## src/rtl/multi_dataflow_stream_merge.sv

```systemverilog
// N-channel stream merger: per-channel FIFOs arbitrated onto one tagged output with per-job beat counting.
// Define MULTI_DATAFLOW_MERGE_ERR_EN to build the sticky excess-beat / illegal-start detector on err_o.

// Per-channel FIFO with registered storage and a combinational head read.
// Latency: a pushed word is visible at the head the cycle after the push.
// Backpressure: full_o blocks a push unless a pop happens in the same cycle.
module multi_dataflow_merge_fifo #(
  parameter int WIDTH = 32,
  parameter int DEPTH = 4
) (
  input  logic             clk_i,
  input  logic             rst_i,
  input  logic             clr_i,
  input  logic             push_i,
  input  logic [WIDTH-1:0] dat_i,
  input  logic             pop_i,
  output logic [WIDTH-1:0] dat_o,
  output logic             full_o,
  output logic             empty_o
);
  localparam int AW = $clog2(DEPTH);

  logic [WIDTH-1:0] r_mem [DEPTH];
  logic [AW-1:0]    r_wptr;
  logic [AW-1:0]    r_rptr;
  logic [AW:0]      r_cnt;
  logic             w_push;
  logic             w_pop;

  assign full_o  = (r_cnt == (AW+1)'(DEPTH));
  assign empty_o = (r_cnt == '0);
  assign w_push  = push_i & (~full_o | pop_i);
  assign w_pop   = pop_i & ~empty_o;
  assign dat_o   = r_mem[r_rptr];

  always_ff @(posedge clk_i) begin
    if (w_push) r_mem[r_wptr] <= dat_i;
  end

  always_ff @(posedge clk_i or posedge rst_i) begin
    if (rst_i) begin
      r_wptr <= '0;
      r_rptr <= '0;
      r_cnt  <= '0;
    end else if (clr_i) begin
      r_wptr <= '0;
      r_rptr <= '0;
      r_cnt  <= '0;
    end else begin
      if (w_push) r_wptr <= r_wptr + AW'(1);
      if (w_pop)  r_rptr <= r_rptr + AW'(1);
      if (w_push && !w_pop)      r_cnt <= r_cnt + (AW+1)'(1);
      else if (!w_push && w_pop) r_cnt <= r_cnt - (AW+1)'(1);
    end
  end
endmodule

// Merges N_IN buffered input streams onto one output register tagged with the source channel.
// Latency: 2 cycles from input handshake to out_valid_o (FIFO write, then arbiter pop into the output register).
// Backpressure: out_ready_i low holds the output register; FIFOs fill and in_ready_o drops per channel.
module multi_dataflow_stream_merge #(
  parameter int N_IN       = 3,
  parameter int DATA_WIDTH = 32,
  parameter int DEPTH      = 4,
  parameter int CNT_WIDTH  = 16
) (
  input  logic                       clk_i,
  input  logic                       rst_i,
  input  logic                       clear_i,
  input  logic                       start_i,
  input  logic [CNT_WIDTH-1:0]       len_i,
  input  logic                       mode_i,
  input  logic [N_IN-1:0]            in_valid_i,
  input  logic [N_IN*DATA_WIDTH-1:0] in_data_i,
  output logic [N_IN-1:0]            in_ready_o,
  output logic                       out_valid_o,
  output logic [DATA_WIDTH-1:0]      out_data_o,
  output logic [$clog2(N_IN)-1:0]    out_src_o,
  input  logic                       out_ready_i,
  output logic                       busy_o,
  output logic                       done_o,
  output logic                       err_o
);
  localparam int SW = $clog2(N_IN);
  localparam int OW = CNT_WIDTH + SW;

  typedef enum logic {S_IDLE, S_RUN} state_t;

  state_t                r_state;
  state_t                w_state_nxt;
  logic [CNT_WIDTH-1:0]  r_len;
  logic                  r_mode;
  logic [CNT_WIDTH-1:0]  r_in_cnt [N_IN];
  logic [OW-1:0]         r_out_cnt;
  logic [SW-1:0]         r_last_grant;
  logic                  r_out_vld;
  logic [DATA_WIDTH-1:0] r_out_dat;
  logic [SW-1:0]         r_out_src;

  logic [N_IN-1:0]       w_full;
  logic [N_IN-1:0]       w_empty;
  logic [N_IN-1:0]       w_in_hs;
  logic [N_IN-1:0]       w_pop;
  logic [DATA_WIDTH-1:0] w_fifo_dat [N_IN];
  logic [SW-1:0]         w_grant;
  logic [SW:0]           w_idx;
  logic                  w_any;
  logic                  w_run;
  logic                  w_start;
  logic                  w_load;
  logic                  w_out_hs;
  logic                  w_done;
  logic [OW-1:0]         w_out_cnt_inc;
  logic [OW-1:0]         w_total;

  assign w_run         = (r_state == S_RUN);
  assign w_start       = (r_state == S_IDLE) & start_i;
  assign w_out_hs      = r_out_vld & out_ready_i;
  assign w_out_cnt_inc = r_out_cnt + OW'(1);
  assign w_total       = OW'(r_len) * OW'(N_IN);
  assign w_load        = w_run & (~r_out_vld | out_ready_i) & w_any;

  genvar g;
  generate
    for (g = 0; g < N_IN; g++) begin : g_ch
      assign in_ready_o[g] = w_run & ~w_full[g] & (r_in_cnt[g] < r_len);
      assign w_in_hs[g]    = in_ready_o[g] & in_valid_i[g];
      assign w_pop[g]      = w_load & (w_grant == SW'(g));

      multi_dataflow_merge_fifo #(.WIDTH(DATA_WIDTH), .DEPTH(DEPTH)) u_fifo (
        .clk_i   (clk_i),
        .rst_i   (rst_i),
        .clr_i   (clear_i),
        .push_i  (w_in_hs[g]),
        .dat_i   (in_data_i[g*DATA_WIDTH +: DATA_WIDTH]),
        .pop_i   (w_pop[g]),
        .dat_o   (w_fifo_dat[g]),
        .full_o  (w_full[g]),
        .empty_o (w_empty[g])
      );
    end
  endgenerate

  // Both searches walk from lowest to highest priority so the last hit wins.
  always_comb begin
    w_grant = '0;
    w_any   = 1'b0;
    w_idx   = '0;
    if (r_mode) begin
      for (int i = N_IN - 1; i >= 0; i--) begin
        if (!w_empty[i]) begin
          w_grant = SW'(i);
          w_any   = 1'b1;
        end
      end
    end else begin
      for (int i = N_IN - 1; i >= 0; i--) begin
        w_idx = {1'b0, r_last_grant} + (SW+1)'(1) + (SW+1)'(i);
        if (w_idx >= (SW+1)'(N_IN)) w_idx = w_idx - (SW+1)'(N_IN);
        if (!w_empty[w_idx[SW-1:0]]) begin
          w_grant = w_idx[SW-1:0];
          w_any   = 1'b1;
        end
      end
    end
  end

  always_comb begin
    w_state_nxt = r_state;
    w_done      = 1'b0;
    case (r_state)
      S_IDLE: if (start_i) w_state_nxt = S_RUN;
      S_RUN: begin
        if ((r_len == '0) || (w_out_hs && (w_out_cnt_inc == w_total))) begin
          w_state_nxt = S_IDLE;
          w_done      = 1'b1;
        end
      end
      default: w_state_nxt = S_IDLE;
    endcase
    if (clear_i) begin
      w_state_nxt = S_IDLE;
      w_done      = 1'b0;
    end
  end

  always_ff @(posedge clk_i or posedge rst_i) begin
    if (rst_i) r_state <= S_IDLE;
    else       r_state <= w_state_nxt;
  end

  always_ff @(posedge clk_i or posedge rst_i) begin
    if (rst_i) begin
      r_len        <= '0;
      r_mode       <= 1'b0;
      r_out_cnt    <= '0;
      r_last_grant <= SW'(N_IN - 1);
      r_out_vld    <= 1'b0;
      r_out_dat    <= '0;
      r_out_src    <= '0;
      for (int k = 0; k < N_IN; k++) r_in_cnt[k] <= '0;
    end else if (clear_i) begin
      r_out_cnt    <= '0;
      r_last_grant <= SW'(N_IN - 1);
      r_out_vld    <= 1'b0;
      for (int k = 0; k < N_IN; k++) r_in_cnt[k] <= '0;
    end else if (w_start) begin
      r_len     <= len_i;
      r_mode    <= mode_i;
      r_out_cnt <= '0;
      for (int k = 0; k < N_IN; k++) r_in_cnt[k] <= '0;
    end else begin
      if (w_out_hs) r_out_cnt <= w_out_cnt_inc;
      for (int k = 0; k < N_IN; k++) begin
        if (w_in_hs[k]) r_in_cnt[k] <= r_in_cnt[k] + CNT_WIDTH'(1);
      end
      if (w_load) begin
        r_out_vld    <= 1'b1;
        r_out_dat    <= w_fifo_dat[w_grant];
        r_out_src    <= w_grant;
        r_last_grant <= w_grant;
      end else if (out_ready_i) begin
        r_out_vld <= 1'b0;
      end
    end
  end

  assign out_valid_o = r_out_vld;
  assign out_data_o  = r_out_dat;
  assign out_src_o   = r_out_src;
  assign busy_o      = w_run;
  assign done_o      = w_done;

`ifdef MULTI_DATAFLOW_MERGE_ERR_EN
  logic r_err;
  logic w_err_set;

  always_comb begin
    w_err_set = w_run & start_i;
    for (int k = 0; k < N_IN; k++) begin
      if (w_run && in_valid_i[k] && (r_in_cnt[k] == r_len)) w_err_set = 1'b1;
    end
  end

  always_ff @(posedge clk_i or posedge rst_i) begin
    if (rst_i) r_err <= 1'b0;
    else       r_err <= r_err | w_err_set;
  end

  assign err_o = r_err;
`else
  assign err_o = 1'b0;
`endif
endmodule

```

## config.mk

```make
export PLATFORM = sky130hd
export DESIGN_NAME = multi_dataflow_stream_merge
export DESIGN_NICKNAME = d
export VERILOG_FILES = /design/src/rtl/multi_dataflow_stream_merge.sv
export SDC_FILE = /design/constraint.sdc
export NUM_CORES = 1
export LEC_CHECK = 0
export ABC_AREA = 1
export BUFFER_PORTS_ARGS = -buffer_cell sky130_fd_sc_hd__buf_2
export CAP_MARGIN = 20
export CORE_AREA = 2 2 288 290
export DETAILED_ROUTE_END_ITERATION = 8
export DIE_AREA = 0 0 290 292
export HOLD_SLACK_MARGIN = 0.12
export PLACE_DENSITY = 0.5
export SLEW_MARGIN = 20
export SYNTH_ARGS = -nofsm -noshare
export SYNTH_HDL_FRONTEND = slang
export SYNTH_SLANG_ARGS = --single-unit
```

## constraint.sdc

```tcl
create_clock -name clk_i -period 5.7 [get_ports clk_i]
set_input_delay 0 -clock clk_i [delete_from_list [all_inputs] [get_ports clk_i]]
set_output_delay 0 -clock clk_i [all_outputs]
set_load 0.02 [all_outputs]
```

==> flow_summary.json, run 1 <==
{
  "die_y_um": 292,
  "grt_pass1_wl_um": 105000,
  "nets": 2813,
  "finalSetupViolCount": 0,
  "dp_hpwl_um": 45300,
  "fin_area_um2": 30000,
  "cpPeakStageDelay_ns": 0.40,
  "leakage_uw": 0.0116,
  "finalCritPeriodShare_pct": 65.4,
  "dieArea_um2": 84700,
  "vias": 18000,
  "ys_types": 55,
  "finalSetupTns_ns": 0,
  "status": "finished clean",
  "drtAntennaViolNets": 0,
  "syn_to_final_growth_pct": 23.5,
  "avgSynthCellArea_um2": 10.6,
  "r2r_start": "r_last_grant[1]",
  "ys.flop_type": "edfxtp_1",
  "use_met3_pct": 2.93,
  "ys_ff_latch": 526,
  "path_class": "reg2out",
  "clockBufferDepth": 3,
  "rsz0062_at_grt": "false",
  "route.detailed.drc": 0,
  "relSlewSlack_pct": 27.8,
  "r2r_setup_slack_ns": 1.98,
  "io_buffers": 160,
  "numClockSinks": 526,
  "fin_crit_ns": 3.73,
  "fillers": 7957,
  "globalRouteTotalUtil_pct": 15.9,
  "place_area_um2": 26300,
  "async_flop_share_pct": 27.0,
  "critPathLaunchType": "flop",
  "netlist.area_leader.share_pct": 47.4,
  "core_um2": 81600,
  "finalMaxSlewViolations": 0,
  "num_rows": 105,
  "cts-htree-levels": 2,
  "total_power_uw": 11800,
  "busiest_layer": "met2",
  "dp.cells": 3438,
  "yosysWarnings": 0,
  "initial_core_util_pct": 29.8,
  "synth_cells": 2285,
  "grt.overflow.total": 0,
  "grt_max_degree": 97,
  "ir_drop_uv": 323,
  "synthesis.area_um2": 24300,
  "antenna_found_initial": 7,
  "drt-vias-per-instance": 4.84,
  "rr_endpoint": "g_ch[0].u_fifo.r_cnt[2]",
  "required_ns": 5.70,
  "io_pins": 162,
  "cts_tree": "built",
  "skew_ns": 0.0357,
  "clock_latency_ns": 0.64,
  "finalNonFillerCells": 3719,
  "min_path_type": "in2async",
  "use_met1_pct": 20.8,
  "crit_path_max_fanout": 6,
  "drv_cap": 0,
  "cts.repair.resized": 0,
  "fmax_ghz": 0.268,
  "crit_family": "simple AND/OR/NAND/NOR gates",
  "seq_area_frac_synth_pct": 62.0,
  "cts.root.buffer_cell": "clkbuf_16",
  "drt-initial-drc-count": 1042,
  "cts_buffers": 57,
  "tightest_slew_ns": 1.08,
  "chipWidth_um": 290,
  "arrival_ns": 3.73,
  "p_per_area_nw_per_um2": 393,
  "grtUsageMet2_pct": 27.6,
  "synth.most_common_cell": "edfxtp_1",
  "r2r_cells": 18,
  "crit_top_cell": "nand2_1",
  "hold_viol": 0,
  "worst_path_max_delay_cell": "dfrtp_1",
  "endpoint_kind": "primary output",
  "wl_per_cell_um": 18.5,
  "drive_gt1_share_pct": 12.2,
  "syn_nets": 2498,
  "first_global_vias": 17600,
  "first_pass_iters": 5,
  "totalWireLength_um": 68800,
  "cp_num_buf_inv": 4,
  "synth_top_area_cell": "edfxtp_1",
  "crit_chain": "inv_1 > ha_1 > nand2_1 > nand2_1 > inv_1 > o21ai_0 > nand3_1 > nand3_1 > a21boi_0 > inv_1 > nand2_1 > nand2_1 > nor2_1 > nand4_1 > nand2_1 > nand2_1 > nor2_1 > buf_2",
  "gp_congestion": 0.839,
  "fin_util_pct": 36.8,
  "synth.area.top_cells": "edfxtp_1 (47%), dfrtp_1 (15%), nor2_1 (5.4%)",
  "clk_pin_slew_ns": 0.07,
  "synth_common_cells": "edfxtp_1 (384), nor2_1 (347), nand2_1 (262)",
  "synth-edff-count": 384
}
## metrics by stage
step / hold slack (ns) / worst slack [ns]
6_report: 0.110 / 1.97
3_3_place_gp: 0.213 / 2.12
4_1_cts: 0.122 / 1.94
5_1_grt: 0.139 / 1.64
2_1_floorplan: 0.0989 / 1.89
3_5_place_dp: 0.217 / 1.99
## placed cells by master, fill, tap and decap left out, drive strengths merged, types with 6 or more instances in the layout
cell	instances
a21oi	109
a2bb2oi	32
buf	190
bufinv	7
clkbuf	76
clkinv	25
dfrtp	141
dlygate4sd3	168
edfxtp	384
ha	88
inv	188
nand2	268
nand3	88
nand3b	7
nand4	32
nor2	353
nor3	27
nor3b	6
o211ai	64
o21ai	248
o22ai	77
xnor2	11
xor2	25
## logic make-up after synthesis
kind of cell / count (synthesis) / share of synthesized area [%]
adders and majority gates: 92 / 4.86
DFF: 526 / 62.0
and+or+nand+nor: 787 / 13.8
xor gates and xnor gates: 36 / 1.30
buffers and inverters: 294 / 4.79
AOI/OAI and AO/OA: 549 / 13.2
other: 1 / 0.0154
## worst min-delay path, delay by kind of cell
| kind | cells | cell delay [ns] |
|---|---|---|
| buf+inv | 3 | 1.26 |
## layer usage
metal	share of wire, %	vias to the layer above	wire length, um
li1	-	8708	-
met1	44	8735	30100
met2	49	450	33700
met3	5.3	98	3660
met4	1.9	8	1340
met5	0.068	-	47
## where the power goes
part / internal, uW / total, uW / switching [uW]
logic: 1070 / 3480 / 2400
clock network: 2190 / 3750 / 1560
registers: 4380 / 4580 / 200
total: 7640 / 11800 / 4160
## state kept, by name (all words and copies together) (netlist names)
name and count:
r_len 16, g_ch.u_fifo.r_rptr 6, r_out_cnt 18, g_ch.u_fifo.r_wptr 6, busy_o 1, g_ch.u_fifo.r_cnt 9, g_ch.u_fifo.r_mem 384, r_in_cnt 48
r_last_grant 2, out_valid_o 1, out_src_o 2, out_data_o 32, r_mode 1
## worst max-delay path by stage
stage,start,endpoint,slack [ns],cells after the start
2_1_floorplan,rst_i,busy_o,1.89,1
3_3_place_gp,r_len[15],g_ch[1].u_fifo.r_mem[3][21],2.12,7
3_5_place_dp,r_last_grant[1],g_ch[0].u_fifo.r_cnt[2],1.99,18
4_1_cts,r_len[2],done_o,1.94,18
5_1_grt,r_last_grant[1],g_ch[0].u_fifo.r_cnt[2],1.64,18
6_report,r_len[2],done_o,1.97,18
## area by class of cell
type / count / area, um2 / share of cell area, %
sequential: 526 / 15100 / 50.2
antenna: 2 / 5.00 / 0.0167
tap: 1070 / 1340 / 4.46
clock inverter: 30 / 363 / 1.21
inverter: 192 / 728 / 2.42
multi-input combinational: 1465 / 8160 / 27.2
timing repair buffer: 358 / 2830 / 9.43
clock buffer: 76 / 1520 / 5.06
## what timing repair did
item | CTS | global route
setup endpoints to repair | 0 | 0
hold buffers | 168 | 0
buffers inserted | 0 | 0
hold endpoints to repair | 532 | 0
Power figures use the tool's default switching activity.
==> run 2, diff against run 1 <==
PLACE_DENSITY = 0.52   (was 0.5)
clock period = 3 ns   (was 5.7 ns; I/O delays follow)
==> flow_summary.json, run 2 (synthesis gave the netlist of run 1 again) <==
{
  "status": "finished with violations",
  "violations": "setup timing",
  "first_global_vias": 18400,
  "cts-htree-levels": 2,
  "syn_to_final_growth_pct": 28.3,
  "finalCritPeriodShare_pct": 103,
  "drt-initial-drc-count": 1369,
  "grt_pass1_wl_um": 107000,
  "crit_top_cell": "nand2_1",
  "top_layer_used": "met5",
  "cts_buffers": 55,
  "chipWidth_um": 290,
  "pre_cts_ws_ns": -0.00161,
  "drv_cap": 0,
  "hold_viol": 0,
  "crit_chain": "ha_2 > inv_2 > fa_2 > inv_2 > nand3_2 > nand3_4 > nand2_4 > nand2_4 > nand2_1 > nand3_1 > nand2_1 > nor2_1 > nand2_1 > nor2_1 > nand4_1 > nand2_1 > nand2_1 > nor2_2 > buf_6",
  "path_class": "reg2out",
  "dp_hpwl_um": 45500,
  "finalMaxSlewViolations": 0,
  "antenna_found_initial": 10,
  "ir_drop_uv": 591,
  "nets": 2894,
  "endpoint_kind": "primary output",
  "finalSetupTns_ns": -0.0998,
  "dieArea_um2": 84700,
  "skew_ns": 0.0658,
  "finalSetupViolCount": 1,
  "required_ns": 3.00,
  "route.detailed.drc": 0,
  "drive_gt1_share_pct": 17.2,
  "dp.cells": 3474,
  "seq_power_share_pct": 37.2,
  "min_path_type": "in2reg",
  "p_switching_uw": 8240,
  "seqCellArea_um2": 15100,
  "totalWireLength_um": 69900,
  "critPathLaunchType": "flop",
  "clk_pin_slew_ns": 0.06,
  "die_y_um": 292,
  "fillers": 7867,
  "globalRouteTotalUtil_pct": 16.3,
  "initial_core_util_pct": 29.8,
  "first_pass_iters": 5,
  "numClockSinks": 526,
  "dr_wl_met2_um": 34900,
  "p_per_area_nw_per_um2": 746,
  "largest_reg_flops": 384,
  "clock_latency_ns": 0.65,
  "min_from": "in_data_i[11]",
  "r2r_start": "r_last_grant[1]",
  "power.internal_uw": 15000,
  "grt_max_degree": 84,
  "num_rows": 105,
  "power_frac_clock_pct": 30.8,
  "crit_path_max_fanout": 3,
  "tightest_slew_ns": 0.819,
  "fin_crit_ns": 3.10,
  "io_buffers": 160,
  "crit_start": "r_len[1]",
  "wl_per_cell_um": 18.4,
  "relSlewSlack_pct": 45.1,
  "swShare_pct": 35.4,
  "gp_congestion": 0.830,
  "multiInputGateArea_um2": 8480,
  "grt.overflow.total": 0,
  "wl_met1_um": 29200,
  "cts.root.buffer_cell": "clkbuf_16",
  "clockBufferDepth": 3,
  "mostFrequentLayoutCells": "edfxtp_1 (384), nor2_1 (325), nand2_1 (253)",
  "core_um2": 81600,
  "p_comb_share_pct": 32.0,
  "regMostFlops": "g_ch.u_fifo.r_mem",
  "cpPeakStageDelay_ns": 0.41,
  "finalNonFillerCells": 3800,
  "worst_path_max_delay_cell": "fa_2",
  "drtAntennaViolNets": 0,
  "rsz0062_at_grt": "true",
  "leakage_uw": 0.0120,
  "final_common_cell": "edfxtp_1",
  "worst_slack_ns": -0.0998,
  "vias": 18400,
  "fmax_ghz": 0.323,
  "met3_length_um": 4020,
  "arrival_ns": 3.10,
  "io_pins": 162,
  "drt-vias-per-instance": 4.84,
  "cts_tree": "built"
}
[run 2: cell count changes in the layout (fill, tap and decap cells not counted), moves of 11 or more]
cell           previous run  this run
clkbuf_1                 18         7
dlygate4sd3_1           168       189
inv_2                    10        22
inv_1                   176       161
buf_12                    2        18
buf_4                    23        71
nor2_2                    2        13
ha_4                      0        11
ha_1                     88        75
[run 2: area by class of cell]
type / count / area share, %
flip-flops and latches: 526 / 48.4
multi-input cells: 1466 / 27.2
repair buffers: 440 / 11.6
clock buffers: 69 / 4.80
well taps: 1070 / 4.29
inverters: 192 / 2.36
clock inverters: 35 / 1.34
diodes: 2 / 0.0160
[run 2: power groups by stage]
stage	logic, uW	clock network [uW]	registers (uW)
global placement	6640	0	8780
global route	8190	7660	8710
finish	7450	7180	8660
CTS	7100	7360	8660
floorplan	4120	0	8960
detailed placement	6740	0	8790
[run 2: layer usage]
| layer | GRT usage [%] | vias up |
|---|---|---|
| met1 | 20.0 | 8986 |
| li1 | - | 8874 |
| met4 | 4.08 | 10 |
| met2 | 28.8 | 424 |
| met5 | 0 | - |
| met3 | 3.65 | 111 |
[run 2: final timing paths]
check | end | slack (ns) | depth (start not counted)
worst max-delay path | done_o | -0.1 | 19
min in group asynchronous | g_ch[1].u_fifo.r_cnt[0] | 0.55 | 4
worst max register to register | g_ch[2].u_fifo.r_cnt[2] | 0.06 | 19
max in group asynchronous | r_len[6] | 1.68 | 5
worst min-delay path | g_ch[0].u_fifo.r_mem[3][11] | 0.13 | 2
worst min register to register | out_src_o[1] | 0.49 | 2
[run 2: repair_timing]
item                                    CTS  global route
resized for setup                        36            55
endpoints found under the setup margin    4            39
hold buffers                            189             0
buffers inserted                          7            22
pin swaps                                 3            24
cloned                                    0             1
hold endpoints to repair                622             0
[run 2: per-stage QoR]
stage	utilization [%]	hold slack, ns	area (um2)	power, uW
after global placement	32.8	0.0139	26800	15400
after CTS	37.7	0.120	30800	23100
after detailed placement	32.8	0.0138	26800	15500
final	38.2	0.128	31200	23300
after global routing	38.2	0.126	31200	24600
after floorplan	-	0.0989	24400	13100
[run 2: critical path: cells and delay by family, from the launching register on]
kind                       cells  cell delay [ns]
DFF                            1             0.38
and+or+nand+nor               14             1.25
adders and majority gates      2             0.61
buffers and inverters          3             0.27
==> run 3, diff against run 2 <==
CORE_AREA = 2 2 295 297   (was 2 2 288 290)
DIE_AREA = 0 0 297 299   (was 0 0 290 292)
SYNTH_HIERARCHICAL = 1   (was unset)
==> flow_summary.json, run 3 <==
{
  "status": "finished with violations",
  "violations": "setup timing",
  "clock_latency_ns": 0.65,
  "tightest_slew_ns": 0.702,
  "hold_slack_ns": 0.133,
  "async_flop_share_pct": 27.0,
  "synthesis.area_um2": 25500,
  "crit_top_cell": "nand2_1",
  "final_common_cell": "nand2_1",
  "die_y_um": 299,
  "ys.flop_type": "edfxtp_1",
  "swShare_pct": 33.4,
  "globalRouteTotalUtil_pct": 16.7,
  "yosysWarnings": 6,
  "cts-htree-levels": 2,
  "chipWidth_um": 297,
  "arrival_ns": 3.11,
  "drv_cap": 0,
  "ys_ff_latch": 526,
  "gp_congestion": 0.870,
  "worst_path_max_delay_cell": "ha_1",
  "synth.most_common_cell": "nand2_1",
  "critPathLaunchType": "flop",
  "cpPeakStageDelay_ns": 0.38,
  "seqCellArea_um2": 15100,
  "drive_gt1_share_pct": 19.5,
  "clockBufferDepth": 3,
  "grt.overflow.total": 0,
  "endpoint_kind": "primary output",
  "synth-edff-count": 384,
  "avgSynthCellArea_um2": 10.0,
  "dieArea_um2": 88800,
  "crit_chain": "buf_4 > ha_1 > nand2_1 > inv_1 > nand2_1 > nand2_1 > a21oi_1 > nand2_2 > a21oi_1 > nand2_1 > nand2_1 > nand3_1 > o21bai_2 > nand2_1 > nor2_1 > buf_4",
  "p_comb_share_pct": 27.4,
  "crit_family": "simple AND/OR/NAND/NOR gates",
  "initial_core_util_pct": 29.6,
  "clk_pin_slew_ns": 0.07,
  "regMostFlops": "g_ch.u_fifo/r_mem",
  "drtAntennaViolNets": 0,
  "syn_to_final_growth_pct": 30.2,
  "finalCritPeriodShare_pct": 104,
  "finalNonFillerCells": 4190,
  "io_buffers": 160,
  "first_pass_iters": 7,
  "leakage_uw": 0.0133,
  "antenna_found_initial": 11,
  "core_um2": 85900,
  "p_per_area_nw_per_um2": 667,
  "crit_path_max_fanout": 6,
  "path_class": "reg2out",
  "grt_max_degree": 66,
  "synth.area.top_cells": "edfxtp_1 (45%), dfrtp_1 (14%), nand2_1 (6.3%)",
  "dp_hpwl_um": 52800,
  "largest_reg_flops": 384,
  "totalWireLength_um": 77300,
  "ir_drop_uv": 579,
  "synth_common_cells": "nand2_1 (431), edfxtp_1 (384), nor2_1 (317)",
  "rsz0062_at_grt": "true",
  "fmax_ghz": 0.321,
  "vias": 19900,
  "nets": 3198,
  "p_switching_uw": 7390,
  "seq_area_frac_synth_pct": 59.2,
  "cts_buffers": 59,
  "ys_types": 51,
  "wl_per_cell_um": 18.4,
  "fin_crit_ns": 3.11,
  "min_path_type": "in2reg",
  "total_power_uw": 22100,
  "netlist.area_leader.share_pct": 45.3,
  "syn_nets": 2760,
  "power.internal_uw": 14700,
  "drt-vias-per-instance": 4.75,
  "relSlewSlack_pct": 53.2,
  "worst_slack_ns": -0.112,
  "power_frac_clock_pct": 33.5,
  "dp.cells": 3868,
  "io_pins": 162,
  "first_global_vias": 19300,
  "cts.root.buffer_cell": "clkbuf_16",
  "skew_ns": 0.0741,
  "mostFrequentLayoutCells": "nand2_1 (409), edfxtp_1 (384), nor2_1 (293)",
  "num_rows": 108,
  "seq_power_share_pct": 39.1,
  "drt-initial-drc-count": 1212,
  "route.detailed.drc": 0,
  "hold_viol": 0,
  "fillers": 8517,
  "required_ns": 3.00,
  "cp_num_buf_inv": 3,
  "cts_tree": "built",
  "finalMaxSlewViolations": 0,
  "synth_cells": 2547,
  "multiInputGateArea_um2": 9500,
  "synth_top_area_cell": "edfxtp_1",
  "grt_pass1_wl_um": 116000,
  "finalSetupViolCount": 14,
  "numClockSinks": 526
}
-- run 3: power groups by stage --
stage          Combinational [uW]  Sequential [uW]  Clock [uW]
3_3_place_gp                 5210             8780           0
2_1_floorplan                3180             8940           0
4_1_cts                      5510             8640        7610
5_1_grt                      6600             8690        7890
6_report                     6050             8650        7420
3_5_place_dp                 5230             8780           0
-- run 3: cell families (layout without fill, tap and decap cells) --
group	after synthesis	in the layout	synth area share, %
other	1	2	0.0147
XOR/XNOR	36	36	1.24
AND/OR/NAND/NOR	1114	1115	19.2
flip-flops	526	526	59.2
buffers and inverters	336	822	5.75
AO/OA/AOI/OAI	442	442	9.99
adder cells (fa/ha/maj)	92	92	4.64
-- run 3: what timing repair did --
| action | 4_1_cts | 5_1_grt |
|---|---|---|
| endpoints found under the setup margin | 2 | 414 |
| gates cloned | 0 | 19 |
| endpoints found under the hold margin | 518 | 10 |
| gates resized for setup | 21 | 111 |
| setup buffers | 4 | 22 |
| pin swaps | 16 | 44 |
| hold buffers | 165 | 1 |
-- run 3: worst register-to-register path: cells and delay by family (launching register included) --
| kind | cells | cell delay [ns] |
|---|---|---|
| and+or+nand+nor | 11 | 1.29 |
| DFF | 1 | 0.54 |
| buffers and inverters | 5 | 0.46 |
| adders and majority gates | 1 | 0.34 |
| AOI/OAI and AO/OA | 1 | 0.07 |
-- run 3: worst paths after layout --
path                                  from                     endpoint  slack, ns  cells after the start
hold / removal               in_data_i[13]  g_ch[0].u_fifo/r_mem[3][13]       0.13                      2
min in group asynchronous            rst_i                  r_in_cnt[8]       0.46                      4
max in group asynchronous            rst_i     g_ch[1].u_fifo/r_rptr[0]       1.54                      5
hold reg to reg               out_src_o[1]                 out_src_o[1]       0.49                      2
setup reg to reg           r_last_grant[1]   g_ch[1].u_fifo/r_mem[0][2]      -0.03                     18
setup / recovery                 r_len[13]                       done_o      -0.11                     16
-- run 3: area by class of cell --
class	count	area share, %
diodes	1	0.00754
clock buffers	66	4.53
clock inverters	44	1.51
inverters	226	2.59
multi-input cells	1686	28.6
flip-flops and latches	526	45.5
well taps	1155	4.36
repair buffers	486	12.9
-- run 3: layer usage --
layer / wire length, um / vias up / part of all wire, % / GRT usage, %
met4: 1770 / 14 / 2.3 / 4.53
met1: 35100 / 9603 / 45 / 22.9
li1: - / 9746 / - / -
met3: 4090 / 100 / 5.3 / 2.60
met2: 36300 / 443 / 47 / 27.4
met5: 79 / - / 0.10 / 0
-- run 3: stage by stage --
| stage | TNS (ns) | cell area, um2 | util [%] | setup WS [ns] |
|---|---|---|---|---|
| after CTS | -0.234 | 32200 | 37.4 | -0.234 |
| final | -0.353 | 33200 | 38.6 | -0.112 |
| after global placement | -0.00149 | 28400 | 33.0 | -0.00120 |
| after floorplan | -43.77 | 25700 | - | -0.131 |
| after global routing | -15.91 | 33200 | 38.6 | -0.313 |
| after detailed placement | 0 | 28400 | 33.0 | 0.0280 |
